[config.mk]
export PLATFORM = sky130hd
export DESIGN_NAME = push_array_ctrl
export DESIGN_NICKNAME = d
export VERILOG_FILES = /design/src/rtl/push_pkg.sv /design/src/rtl/push_chan.sv /design/src/rtl/push_array_ctrl.sv
export SDC_FILE = /design/constraint.sdc
export NUM_CORES = 1
export LEC_CHECK = 0
export CORE_MARGIN = 3
export CORE_UTILIZATION = 45
export DETAILED_ROUTE_END_ITERATION = 8
export HOLD_SLACK_MARGIN = 0.1
export PLACE_DENSITY = 0.62
export SETUP_SLACK_MARGIN = 0.02
export SYNTH_ARGS = -nofsm -noshare
export SYNTH_HDL_FRONTEND = slang
export SYNTH_HIERARCHICAL = 1
export SYNTH_SLANG_ARGS = --single-unit
[constraint.sdc]
create_clock -name i_Clk -period 5.4 [get_ports i_Clk]
set_input_delay 0.54 -clock i_Clk [delete_from_list [all_inputs] [get_ports i_Clk]]
set_output_delay 0.54 -clock i_Clk [all_outputs]
set_load 0.005 [all_outputs]
[src/rtl/push_pkg.sv]
// rtl/push_pkg.sv - shared types and default timing for the push-button front end
// Purpose: channel FSM state encoding, default parameter values and a small
//          helper used to size the auto-repeat counter.
// Ports:   none (package).
// Config:  PUSH_REPEAT_EN selects whether ST_REPEAT is ever reached.
package push_pkg;

  typedef enum logic [1:0] {
    ST_IDLE   = 2'd0,
    ST_PRESS  = 2'd1,
    ST_REPEAT = 2'd2
  } chan_st_t;

  localparam int unsigned DEF_CH      = 4;
  localparam int unsigned DEF_DEB_CYC = 20000;
  localparam bit          DEF_ACT_LOW = 1'b0;
  localparam int unsigned DEF_REP_DLY = 5000000;
  localparam int unsigned DEF_REP_PER = 1000000;

  function automatic int unsigned max2(input int unsigned a, input int unsigned b);
    return (a > b) ? a : b;
  endfunction

endpackage

[src/rtl/push_chan.sv]
// rtl/push_chan.sv - one push-button channel: sync, debounce, event FSM, auto-repeat
// Purpose: turns one raw asynchronous button into a debounced level plus
//          one-clock press/release pulses; optional auto-repeat of the press
//          pulse while the button stays down (PUSH_REPEAT_EN).
// Ports:
//   clk      in   1  clock
//   rst_n    in   1  asynchronous active-low reset
//   push     in   1  raw button (polarity set by ACT_LOW)
//   f_push   out  1  press pulse (and repeat pulses when enabled)
//   r_push   out  1  release pulse
//   level    out  1  debounced pressed level
//   hold     out  1  high while in the auto-repeat phase (0 without PUSH_REPEAT_EN)
module push_chan
  import push_pkg::*;
#(
  parameter int unsigned DEB_CYC = DEF_DEB_CYC,
  parameter bit          ACT_LOW = DEF_ACT_LOW
`ifdef PUSH_REPEAT_EN
  ,
  parameter int unsigned REP_DLY = DEF_REP_DLY,
  parameter int unsigned REP_PER = DEF_REP_PER
`endif
) (
  input  logic clk,
  input  logic rst_n,
  input  logic push,
  output logic f_push,
  output logic r_push,
  output logic level,
  output logic hold
);

  localparam int unsigned CNT_W = $clog2(DEB_CYC + 1);

  logic             din;
  logic             s1, s2;
  logic             stable;
  logic [CNT_W-1:0] cnt;
  logic             flip;
  logic             press_ev, rel_ev;

  chan_st_t state, state_nx;
  logic     f_q, r_q, hold_q;
  logic     f_nx, r_nx, hold_nx;

  assign din = ACT_LOW ? ~push : push;

  // Flip only on the DEB_CYC-th consecutive cycle that s2 differs from stable.
  assign flip     = (s2 != stable) && (cnt == CNT_W'(DEB_CYC - 1));
  assign press_ev = flip & s2;
  assign rel_ev   = flip & ~s2;

  always_ff @(posedge clk or negedge rst_n) begin
    if (!rst_n) begin
      s1     <= 1'b0;
      s2     <= 1'b0;
      stable <= 1'b0;
      cnt    <= '0;
    end else begin
      s1 <= din;
      s2 <= s1;
      if (s2 == stable) begin
        cnt <= '0;
      end else if (flip) begin
        stable <= s2;
        cnt    <= '0;
      end else begin
        cnt <= cnt + 1'b1;
      end
    end
  end

`ifdef PUSH_REPEAT_EN
  localparam int unsigned REP_W = $clog2(max2(REP_DLY, REP_PER) + 1);

  logic [REP_W-1:0] rep_cnt, rep_nx;

  always_ff @(posedge clk or negedge rst_n) begin
    if (!rst_n) begin
      rep_cnt <= '0;
    end else begin
      rep_cnt <= rep_nx;
    end
  end
`endif

  always_ff @(posedge clk or negedge rst_n) begin
    if (!rst_n) begin
      state  <= ST_IDLE;
      f_q    <= 1'b0;
      r_q    <= 1'b0;
      hold_q <= 1'b0;
    end else begin
      state  <= state_nx;
      f_q    <= f_nx;
      r_q    <= r_nx;
      hold_q <= hold_nx;
    end
  end

  // Release takes priority over a repeat tick landing on the same edge, so
  // press and release pulses can never coincide.
  always_comb begin
    state_nx = state;
    f_nx     = 1'b0;
    r_nx     = 1'b0;
    hold_nx  = hold_q;
`ifdef PUSH_REPEAT_EN
    rep_nx   = rep_cnt;
`endif
    case (state)
      ST_IDLE: begin
        if (press_ev) begin
          state_nx = ST_PRESS;
          f_nx     = 1'b1;
`ifdef PUSH_REPEAT_EN
          rep_nx   = '0;
`endif
        end
      end
      ST_PRESS: begin
        if (rel_ev) begin
          state_nx = ST_IDLE;
          r_nx     = 1'b1;
          hold_nx  = 1'b0;
`ifdef PUSH_REPEAT_EN
          rep_nx   = '0;
        end else if (rep_cnt == REP_W'(REP_DLY - 1)) begin
          state_nx = ST_REPEAT;
          f_nx     = 1'b1;
          hold_nx  = 1'b1;
          rep_nx   = '0;
        end else begin
          rep_nx   = rep_cnt + 1'b1;
`endif
        end
      end
`ifdef PUSH_REPEAT_EN
      ST_REPEAT: begin
        if (rel_ev) begin
          state_nx = ST_IDLE;
          r_nx     = 1'b1;
          hold_nx  = 1'b0;
          rep_nx   = '0;
        end else if (rep_cnt == REP_W'(REP_PER - 1)) begin
          f_nx     = 1'b1;
          rep_nx   = '0;
        end else begin
          rep_nx   = rep_cnt + 1'b1;
        end
      end
`endif
      default: begin
        state_nx = ST_IDLE;
        hold_nx  = 1'b0;
      end
    endcase
  end

  assign f_push = f_q;
  assign r_push = r_q;
  assign level  = stable;
`ifdef PUSH_REPEAT_EN
  assign hold   = hold_q;
`else
  assign hold   = 1'b0;
`endif

endmodule

[src/rtl/push_array_ctrl.sv]
// rtl/push_array_ctrl.sv - CH-channel push-button front end built from push_chan instances
// Purpose: independent per-button sync/debounce/event generation; outputs of
//          the channels are concatenated bit-per-channel.
// Ports:
//   i_Clk    in   1   clock
//   i_Rst    in   1   asynchronous active-low reset
//   i_Push   in   CH  raw button inputs
//   o_fPush  out  CH  one-cycle press pulses (plus repeats with PUSH_REPEAT_EN)
//   o_rPush  out  CH  one-cycle release pulses
//   o_Level  out  CH  debounced pressed levels
//   o_Hold   out  CH  auto-repeat phase flags (0 without PUSH_REPEAT_EN)
// Config:  PUSH_REPEAT_EN enables auto-repeat; REP_DLY/REP_PER are ignored otherwise.
module push_array_ctrl
  import push_pkg::*;
#(
  parameter int unsigned CH      = DEF_CH,
  parameter int unsigned DEB_CYC = DEF_DEB_CYC,
  parameter bit          ACT_LOW = DEF_ACT_LOW,
  parameter int unsigned REP_DLY = DEF_REP_DLY,
  parameter int unsigned REP_PER = DEF_REP_PER
) (
  input  logic          i_Clk,
  input  logic          i_Rst,
  input  logic [CH-1:0] i_Push,
  output logic [CH-1:0] o_fPush,
  output logic [CH-1:0] o_rPush,
  output logic [CH-1:0] o_Level,
  output logic [CH-1:0] o_Hold
);

  for (genvar g = 0; g < CH; g++) begin : g_ch
    push_chan #(
      .DEB_CYC (DEB_CYC),
      .ACT_LOW (ACT_LOW)
`ifdef PUSH_REPEAT_EN
      ,
      .REP_DLY (REP_DLY),
      .REP_PER (REP_PER)
`endif
    ) u_chan (
      .clk    (i_Clk),
      .rst_n  (i_Rst),
      .push   (i_Push[g]),
      .f_push (o_fPush[g]),
      .r_push (o_rPush[g]),
      .level  (o_Level[g]),
      .hold   (o_Hold[g])
    );
  end

endmodule

Yosys cells after proc, flatten, opt, wreduce, memory -nomap -nowiden
Cells that the tools add are included.
{"block": "op_classes", "n_addsub": 4, "n_eq_ne": 24, "muxes": 36, "n_bitwise": 16, "n_reduce_logical": 16}
{"operator": "$mux W15", "n": 8}
{"operator": "$add A15 B1 Y15 const B", "n": 4}
{"operator": "$eq A15 B15 Y1 const B", "n": 4}
{"operator": "$mux W1", "n": 16}
{"operator": "$mux W2", "n": 8}
{"operator": "$ne A2 B1 Y1 const B", "n": 8}
{"operator": "$pmux W2 S2", "n": 4}
{"operator": "$reduce_and A2 Y1", "n": 8}
{"operator": "$and A1 B1 Y1", "n": 8}
{"operator": "$eq A2 B1 Y1 const B", "n": 4}
{"operator": "$logic_not A2 Y1", "n": 4}
{"operator": "$not A1 Y1", "n": 8}
{"operator": "$eq A1 B1 Y1", "n": 4}
{"operator": "$logic_and A1 B1 Y1", "n": 4}
{"operator": "$ne A1 B1 Y1", "n": 4}
{"block": "totals", "ff_bits": 88, "in_bits": 6, "output_inout_bits": 16}

Depth between registers and ports, before layout
{"block": "depth", "word_depth": 5, "depth_mapped": 7, "ltp_nobuf": 5}

Modules after synthesis
Netlist, hierarchy kept.
{"module": "push_chan", "n_inst": 4, "cells_each": 89, "area_each_um2": 968.4, "seq_area_each_um2": 525.5}

Least setup slack after synthesis
No wires, ideal clock.
{"block": "synth_path", "path_kind": "reg-to-reg", "start": "register g_ch[0].u_chan.cnt[7]", "end": "register g_ch[0].u_chan.state[0]", "setup_ns": 0.125, "arrival_ns": 1.701, "setup_slack_ns": 3.575, "stages_incl_launch_ff": 5, "period_less_slack_ns": 1.825, "cell_sequence": "dfrtp_1 > or4b_1 > nor4_2 > and2b_2 > mux2_2"}
{"block": "synth_via", "elab_chain_len": 5, "elab_cells_between_ends": 7, "cone_classes": "3 x eq/ne; 2 x bitwise; 2 x reduce/logical"}
{"element": "start, declared", "line": "push_chan.sv:38", "rtl": "logic [CNT_W-1:0] cnt;"}
{"element": "start signal, assigned", "line": "push_chan.sv:68", "rtl": "cnt <= cnt + 1'b1;"}
{"element": "$eq A15 B15 Y1 *", "line": "push_chan.sv:49", "rtl": "assign flip = (s2 != stable) && (cnt == CNT_W'(DEB_CYC - 1));"}
{"element": "$logic_and A1 B1 Y1 *", "line": "push_chan.sv:49"}
{"element": "$and A1 B1 Y1, on equally long branches", "line": "push_chan.sv:51, push_chan.sv:50"}
{"element": "$ne A2 B1 Y1 (no source line)"}
{"element": "$reduce_and A2 Y1 (no source line) *"}
{"element": "end signal, assigned", "line": "push_chan.sv:94", "rtl": "state <= state_nx;"}
{"element": "end, declared", "line": "push_chan.sv:42", "rtl": "chan_st_t state, state_nx;"}
Mark *: on every way between the ends. The rest lies on a longest branch, timed or not.
A chain may end at the register's enable or synchronous reset.

Worst setup path in the final report
{"block": "layout_path", "start": "register g_ch[2].u_chan.cnt[0]", "end": "register g_ch[2].u_chan.cnt[14]"}
{"block": "layout_via", "elab_chain_len": 4, "elab_cells_between_ends": 5, "cone_classes": "1 x add/sub; 1 x eq/ne; 2 x mux; 1 x reduce/logical"}
{"element": "start, declared", "line": "push_chan.sv:38"}
{"element": "start signal, assigned", "line": "push_chan.sv:68"}
{"element": "parallel branches: the longest is 2 deep, another holds $add A15 B1 Y15"}
{"element": "$mux W15 *", "line": "push_chan.sv:64", "rtl": "end else if (flip) begin"}
{"element": "$mux W15 *", "line": "push_chan.sv:62", "rtl": "if (s2 == stable) begin"}
Every way passes the cells marked *.

==> flow_summary.ini <==
[status]
status = complete, no violations

[sta]
slew_headroom_pct = 32.89
setup_tns_ns = 0
rsz0062_at_grt = no
clock.fmax_mhz = 416.7
fin_ws_ns = 3.000
drv_slew = 0
final.setup_skew_ns = 0.01200
layout_min_cycle_time_ns = 2.400
setup_viol = 0
period_share_pct = 44.44
hold_violations = 0
worst_slew_pin_slew_ns = 1.007

[final_layout]
area_delta_synth_final_pct = 9.302
n_fill_cell = 777
regArea_um2 = 2102
stdcell_area_um2 = 4234
nets = 382
drive_gt1_share_pct = 13.00
diodes = 0
multi_input_comb_area_um2 = 1587

[synth]
synth_top_family_by_area = simple AND/OR/NAND/NOR gates
synth-xor-area-share_pct = 12.66
synth.largest_area_cell = dfrtp_1
synth_edf_count = 0
ys_types = 22
yosys-top-cells-area = dfrtp_1 (54%), xnor2_1 (11%), nor2_1 (5.4%), nand3_1 (3.1%), nor2_2 (2.6%)
async_flop_share_pct = 100.0
synth_compound_area_share_pct = 0
synth.area.mux_share_pct = 2.326
ys_ff_latch = 84
ys_warn_count = 6
synthTopCellsByCount = dfrtp_1 (84), nor2_1 (56), xnor2_1 (48)
synth-main-ff-cell = dfrtp_1
synth_top_area_share_pct = 54.26
syn_avg_cell_area_um2 = 10.88
synth_fa_ha_area_share_pct = 1.292
post-synth-top-count-cell = dfrtp_1
ys_seq_area_share_pct = 54.26
synth_nets = 366
yosys.area_share.simple_pct = 24.29
netlist_area_um2 = 3874
syn_inst = 356

[setup_path]
setup.worst_path.start_class = flip-flop
crit_type = reg2reg
max_stage_delay_ns = 0.76
crit_chain = ha_1 -> nand4_1 -> nor4_2 -> or2_0 -> nor2_1
endpoint_kind = flip-flop
cp_data_required_time_ns = 5.59
worst_path_max_delay_cell = or2_0
crit_fanout = 14
arrival_ns = 2.59

[power_and_ir_drop]
vdd_ir_drop_max_mv = 0.1388
p_leak_nw = 1.729
power.density_nw_per_um2 = 268.3

[floorplan]
num_rows = 33
start_util_pct = 46.68
core_area_um2 = 8299
die_h_um = 98.78
ioPinCount = 22
die_x_um = 98.78
die_area_um2 = 9757

[routing]
ant_nets = 0
drc_errors = 0
routedWlPerCell_um = 12.50
viasPerCell = 4.948
drt_iter0_markers = 122
drt_pass1_iterations = 4
vias = 2385
totalWireLength_mm = 6.023

[cts]
cts-htree-levels = 3
insertion_delay_ns = 0.34
cts_root_buf = clkbuf_8
numClockSinks = 84
numCtsBuffers = 9
ctsLongestPathBuffers = 2
cts_setup_buffers = 0
cts_resized = 0
hold_buffers = 0
clk_transition_reported_paths_ns = 0.09
cts_tree = built

[global_route]
track_usage_pct = 13.64
grt_remaining_overflow = 0
grt_max_degree = 85
grt_pass1_wl_mm = 10.98
grt_pass1_vias = 2382
antenna_found_initial = 0

[place]
place_congestion = 0.7903
hpwlAfterDp_mm = 4.008
dp_slack_ns = 2.977
placedInstanceArea_um2 = 4033
portBuffers = 17

[job]
drv_cap = 0

[hold_path]
hold_path.class = reg2reg
==> layout make-up <==
type,instances,share of cell area (%)
inverter,12,1.064
tap,105,3.103
timing repair buffer,17,3.960
multi-input combinational,248,37.47
sequential,84,49.65
clock buffer,10,3.251
clock inverter,6,1.507
==> critical path: cells and delay by family, from the launching register on <==
family,cells,cell delay (ns)
simple gates,4,1.63
flops,1,0.40
fa+ha+maj,1,0.22
==> state kept, by name, indices dropped and copies added (netlist names) <==
| signal | cells |
|---|---|
| g_ch.u_chan/cnt | 60 |
| g_ch.u_chan/f_push | 4 |
| g_ch.u_chan/level | 4 |
| g_ch.u_chan/r_push | 4 |
| g_ch.u_chan/s1 | 4 |
| g_ch.u_chan/s2 | 4 |
| g_ch.u_chan/state | 4 |
==> worst paths after layout <==
kind | cells after the start | startpoint | endpoint | slack (ns)
min in group asynchronous | 1 | i_Rst | g_ch[1].u_chan/cnt[8]$_DFF_PN0_ | 0.37
max in group asynchronous | 1 | i_Rst | g_ch[3].u_chan/cnt[3]$_DFF_PN0_ | 4.39
hold reg to reg | 0 | g_ch[3].u_chan/s1$_DFF_PN0_ | g_ch[3].u_chan/s2$_DFF_PN0_ | 0.35
hold / removal | 0 | g_ch[3].u_chan/s1$_DFF_PN0_ | g_ch[3].u_chan/s2$_DFF_PN0_ | 0.35
setup / recovery | 5 | g_ch[2].u_chan/cnt[0]$_DFF_PN0_ | g_ch[2].u_chan/cnt[14]$_DFF_PN0_ | 3.00
setup reg to reg | 5 | g_ch[2].u_chan/cnt[0]$_DFF_PN0_ | g_ch[2].u_chan/cnt[14]$_DFF_PN0_ | 3.00
==> kinds of logic (layout without fill, tap and decap cells) <==
family | after synthesis | after routing
AND/OR/NAND/NOR | 176 | 176
flip-flops | 84 | 84
XOR/XNOR | 56 | 56
buffers and inverters | 24 | 45
multiplexers | 8 | 8
adder cells (fa/ha/maj) | 4 | 4
other | 4 | 4
==> stage by stage <==
stage	utilization, %	power [mW]	hold WS, ns	cells
2_1_floorplan	-	0.6916	0.2444	356
4_1_cts	51.02	1.156	0.3564	482
3_3_place_gp	48.59	0.7020	0.3331	466
6_report	51.02	1.136	0.3535	482
5_1_grt	51.02	1.190	0.3733	482
3_5_place_dp	48.59	0.7036	0.3363	466
==> per-layer routing <==
layer  global-route usage [%]  vias to the layer above  wire (um)
li1                         -                     1201          -
met1                    19.17                     1152       3133
met2                    20.56                       28       2665
met3                    4.812                        4        181
met4                    2.836                        0         42
met5                        0                        -          0
==> cell usage in the layout, fill, tap and decap left out <==
master            n
dfrtp_1          84
nor2_1           56
xnor2_1          48
nand3_1          24
nor3_1           16
nor2_2           16
nand2_1          16
clkdlybuf4s50_1  16
nor4_1           12
inv_1            12
clkbuf_8         10
nand4_1           8
xor2_1            8
and3b_1           8
mux2_2            8
or4b_1            4
or3_1             4
nor4_2            4
or2_0             4
and2b_2           4
ha_1              4
conb_1            4
clkinv_2          2
clkinvlp_4        2
bufinv_16         1
clkinv_4          1
buf_4             1
==> where the power goes <==
group	switching [mW]	total [mW]	internal (mW)
sequential	0.00900	0.648	0.639
combinational	0.0285	0.0418	0.0133
clock	0.221	0.447	0.225
Power figures use the tool's default switching activity.
==> edit 1, RTL diff (config.mk and constraints unchanged) <==
`DEF_CH`: 4 -> 8.
--- a/src/rtl/push_pkg.sv
+++ b/src/rtl/push_pkg.sv
@@ -11,7 +11,7 @@
     ST_REPEAT = 2'd2
   } chan_st_t;
 
-  localparam int unsigned DEF_CH      = 4;
+  localparam int unsigned DEF_CH      = 8;
   localparam int unsigned DEF_DEB_CYC = 20000;
   localparam bit          DEF_ACT_LOW = 1'b0;
   localparam int unsigned DEF_REP_DLY = 5000000;
Ports: changed (5 resized); port bits go from 22 to 42. No check against the original RTL was run, so the function may have changed too.
==> edit 1 against the unedited design <==
  * Sequential cell count rose by 84
  * Combinational power rose by 99%
  * Cell count rose by 100%
  * Final area rose by 110%
  * Wire length rose by 100%
  * Worst hold slack got worse by 0.15 ns
  * Area after synthesis rose by 100%
  * Power rose by 140%
  * Setup slack improved by 0.021 ns
  * Sequential power rose by 100%
  * Critical path depth did not move
  * Clock power rose to 3.0 times the old value
  * Synthesized cell count rose by 100%
  * Critical endpoint is now g_ch[6].u_chan/cnt[13]$_DFF_PN0_
  * Largest power group is now the clock network
==> edit 1: results (changes against the unedited design) <==
* Grt met1 use at 0.1898 (-0.001876)
* Post-synth top cells: dfrtp_1, nor2_1, xnor2_1
* Multi-input combinational cell area at 0.003173 sq mm (+100%)
* Final wirelength at 12.26 mm (+100%)
* Placed cells at 942 (+100%)
* Worst Setup SP: g_ch[6].u_chan/cnt[0]$_DFF_PN0_
* Max reg flops at 120 (+100%)
* Clock Skews at 0.005361 ns (-0.006641 ns)
* Clock buffer count at 18 (+8)
* Psw at 0.0005667 W (+120%)
* Initial antenna violation count at 0 (unchanged)
* Crit-path slowest cell: or2_0
* Fraction of area in multi-input gates at 0.3630 (-0.01169)
* Final Cycle Share at 0.4405 (-0.003937)
* FF+latch count, synth at 168 (+100%)
* Non-filler instance count after layout at 974 (+100%)
* Worst-margin pin slew at 0.9130 ns (-0.09373 ns)
* Clock Latency Late Sink at 0.42 ns (+0.08 ns)
* Arrival time worst endpoint at 2.64 ns (+0.05 ns)
* Max VDD drop at 0.2388 mV (+72%)
* Worst flop-to-flop path endpoint: g_ch[6].u_chan/cnt[13]$_DFF_PN0_
* GR Util met3 at 0.04091 (-0.007219)
* Storage element area at 0.004204 sq mm (+100%)
* Leakage at 3.572 nW (+110%)
* Area post-placement at 0.008082 sq mm (+100%)
* Outcome: finished, final reports clean
* ClkCell Share at 0.07544 (+0.02786)
* Data buffer area share at 0.03879 (-0.0008063)
* Worst hold margin at 0.1990 ns (-0.1544 ns)
* IO buf count at 33 (+16)
* Clock Power at 0.00133 W (+200%)
* Total Routing Usage GR at 0.1435 (+0.007047)
* Critical Path Max Stage Delay at 0.72 ns (-0.04 ns)
* GP Congestion at 0.8281 (+4.8%)
* Final Power at 0.002710 W (+140%)
* Inverters at 24 (+12)
* Comb pwr at 0.0000830 W (+99%)
* Filler cells at 1506 (+94%)
* Layout area overhead at 12.82%
* Syn nets at 730 (+99%)
* H-Tree Level Count at 4 (+1)
* Fin nets at 759 (+99%)
* GR met2 Demand/Resource at 0.2305 (+0.02494)
* HP Class: in2async
* #MultiIn Comb at 496 (+100%)
* # diodes at 0 (unchanged)
* Largest net degree at the start of global routing at 102 (+20%)
* CTS Buf Count at 17 (+8)
* Clock root buffer: clkbuf_16
* Post-DP HPWL at 8.231 mm (+110%)
* Buffers, non-clock at 34 (+17)
==> edit 1: changes by cell type after synthesis, sizes merged, moves of 8 or more <==
| cell | change |
|---|---|
| xor2 | +8 |
| dfrtp | +84 |
| buf | +12 |
| mux2 | +8 |
| and3b | +8 |
| nand4 | +8 |
| nor2 | +72 |
| nand3 | +24 |
| nor3 | +16 |
| inv | +12 |
| nand2 | +16 |
| nor4 | +16 |
| xnor2 | +48 |
==> edit 1: cells by family (layout without fill, tap and decap cells) <==
family	after synthesis	after routing	share of synthesized area
and+or+nand+nor	352	352	0.2429
DFF	168	168	0.5426
xor gates and xnor gates	112	112	0.1266
buffers and inverters	48	90	0.04780
muxes	16	16	0.02326
adders and majority gates	8	8	0.01292
other	8	8	0.003876
==> edit 1: per-layer routing <==
metal | share of wire | up-vias
met4 | 0.011 | 0
met5 | 0 | -
met3 | 0.033 | 10
met1 | 0.48 | 2335
li1 | - | 2411
met2 | 0.48 | 50
==> edit 2, RTL diff (same settings) <==
Without the edit above. The 3 values of `chan_st_t` get a one-hot encoding in 3 bits.
--- a/src/rtl/push_pkg.sv
+++ b/src/rtl/push_pkg.sv
@@ -5,10 +5,10 @@
 // Config:  PUSH_REPEAT_EN selects whether ST_REPEAT is ever reached.
 package push_pkg;
 
-  typedef enum logic [1:0] {
-    ST_IDLE   = 2'd0,
-    ST_PRESS  = 2'd1,
-    ST_REPEAT = 2'd2
+  typedef enum logic [2:0] {
+    ST_IDLE   = 3'b001,
+    ST_PRESS  = 3'b010,
+    ST_REPEAT = 3'b100
   } chan_st_t;
 
   localparam int unsigned DEF_CH      = 4;
Behaviour: no difference found for any inputs over 10 cycles, from zero or initial values and one cycle with i_Rst low; not proved beyond that.
==> edit 2 against the unedited design <==
  * Setup slack better by 0.45 ns
  * Sequential cell count up 4
  * Area after synthesis increased by 8.5%
  * First-iteration DRC count down 56%
  * Via count increased by 10%
  * Register-to-register slack better by 0.68 ns
  * Critical path depth down 4
  * Wire length up 12%
  * Clock skew down 0.0035 ns
  * Final area grew 9.2%
  * Global-route usage increased by 0.66 points
  * Non-clock buffer count rose by 1
  * Power increased by 8.4%
  * Maximum frequency grew 23%
  * Critical endpoint is now o_Level[3]
  * Highest routed layer unchanged
==> edit 2: results (changes against the unedited design) <==
* Worst slack, placed at 3.645 ns (+0.6681 ns)
* Largest net degree at the start of global routing at 57 (-33%)
* Fin nets at 395 (+3.4%)
* CP top delay family: buffers and inverters
* Leakage at 2.013 nW (+16%)
* Post-synth cell types at 30 (+36%)
* Worst-margin pin slew at 0.6940 ns (-0.3127 ns)
* Clock Skews at 0.008488 ns (-0.003514 ns)
* HP Class: in2async
* Worst Setup SP: g_ch[3].u_chan/level$_DFFE_PN0P_
* Crit path max fanout at 6 (-8)
* Final Cycle Share at 0.3616 (-0.08277)
* Total number of vias at 2627 (+10%)
* Critical Path Max Stage Delay at 0.56 ns (-0.20 ns)
* R2r setup slk at 3.68 ns (+0.68 ns)
* Area contributors post-synth: dfrtp_1, xor2_1, nor2_1
* Sw Ratio at 0.2133 (-0.01430)
* Crit-path slowest cell: clkdlybuf4s50_1
* Worst flop-to-flop path endpoint: g_ch[0].u_chan/f_push$_DFF_PN0_
* 1st-iter DRT viols at 54 (-56%)
* Outcome: finished, final reports clean
* Filler cells at 794 (+2.2%)
* Post-DP HPWL at 4.511 mm (+13%)
* Final wirelength at 6.746 mm (+12%)
* Post-synth top cells: dfrtp_1, nor2_1, xor2_1
* Share of cells above drive strength 1 at 0.1256 (-0.004332)
* Crit path to: o_Level[3]
* Max VDD drop at 0.1207 mV (-13%)
* Worst r2r src: g_ch[0].u_chan/cnt[0]$_DFF_PN0_
-- edit 2: cell type report --
cell class,count,share of cell area
multi-input cells,260,0.3992
flip-flops and latches,88,0.4771
well taps,108,0.02921
repair buffers,18,0.03787
clock buffers,12,0.03354
clock inverters,4,0.01650
inverters,8,0.006492
-- edit 2: metrics by stage --
| stage | area (sq um) | utilization | power [W] | instances | hold slack [ns] |
|---|---|---|---|---|---|
| floorplan | 4204 | - | 0.0007130 | 372 | 0.2444 |
| global placement | 4394 | 0.4942 | 0.0007317 | 482 | 0.3345 |
| detailed placement | 4394 | 0.4942 | 0.0007330 | 482 | 0.3371 |
| CTS | 4626 | 0.5203 | 0.001259 | 498 | 0.1025 |
| finish | 4626 | 0.5203 | 0.001231 | 498 | 0.1094 |
| global route | 4626 | 0.5203 | 0.001292 | 498 | 0.1293 |
-- edit 2: metal layers --
metal  GRT usage  share of wire  wire, microns
met2      0.2254           0.46           3083
met5           0              0              0
met4     0.06660          0.020            133
met3     0.02706          0.032            219
met1      0.1913           0.49           3308
-- edit 2: power groups by stage --
stage | Combinational, W | Clock, W | Sequential, W
finish | 0.0000393 | 0.000513 | 0.000679
global route | 0.0000478 | 0.000563 | 0.000681
CTS | 0.0000411 | 0.000539 | 0.000679
detailed placement | 0.0000413 | 0 | 0.000692
global placement | 0.0000403 | 0 | 0.000691
floorplan | 0.0000236 | 0 | 0.000689
-- edit 2: kinds of logic after synthesis --
group	share of synthesized area
compound gates	0.04167
xor+xnor	0.1167
fa+ha+maj	0.01191
buf+inv	0.03571
flops	0.5250
other cells	0.003570
simple gates	0.2655
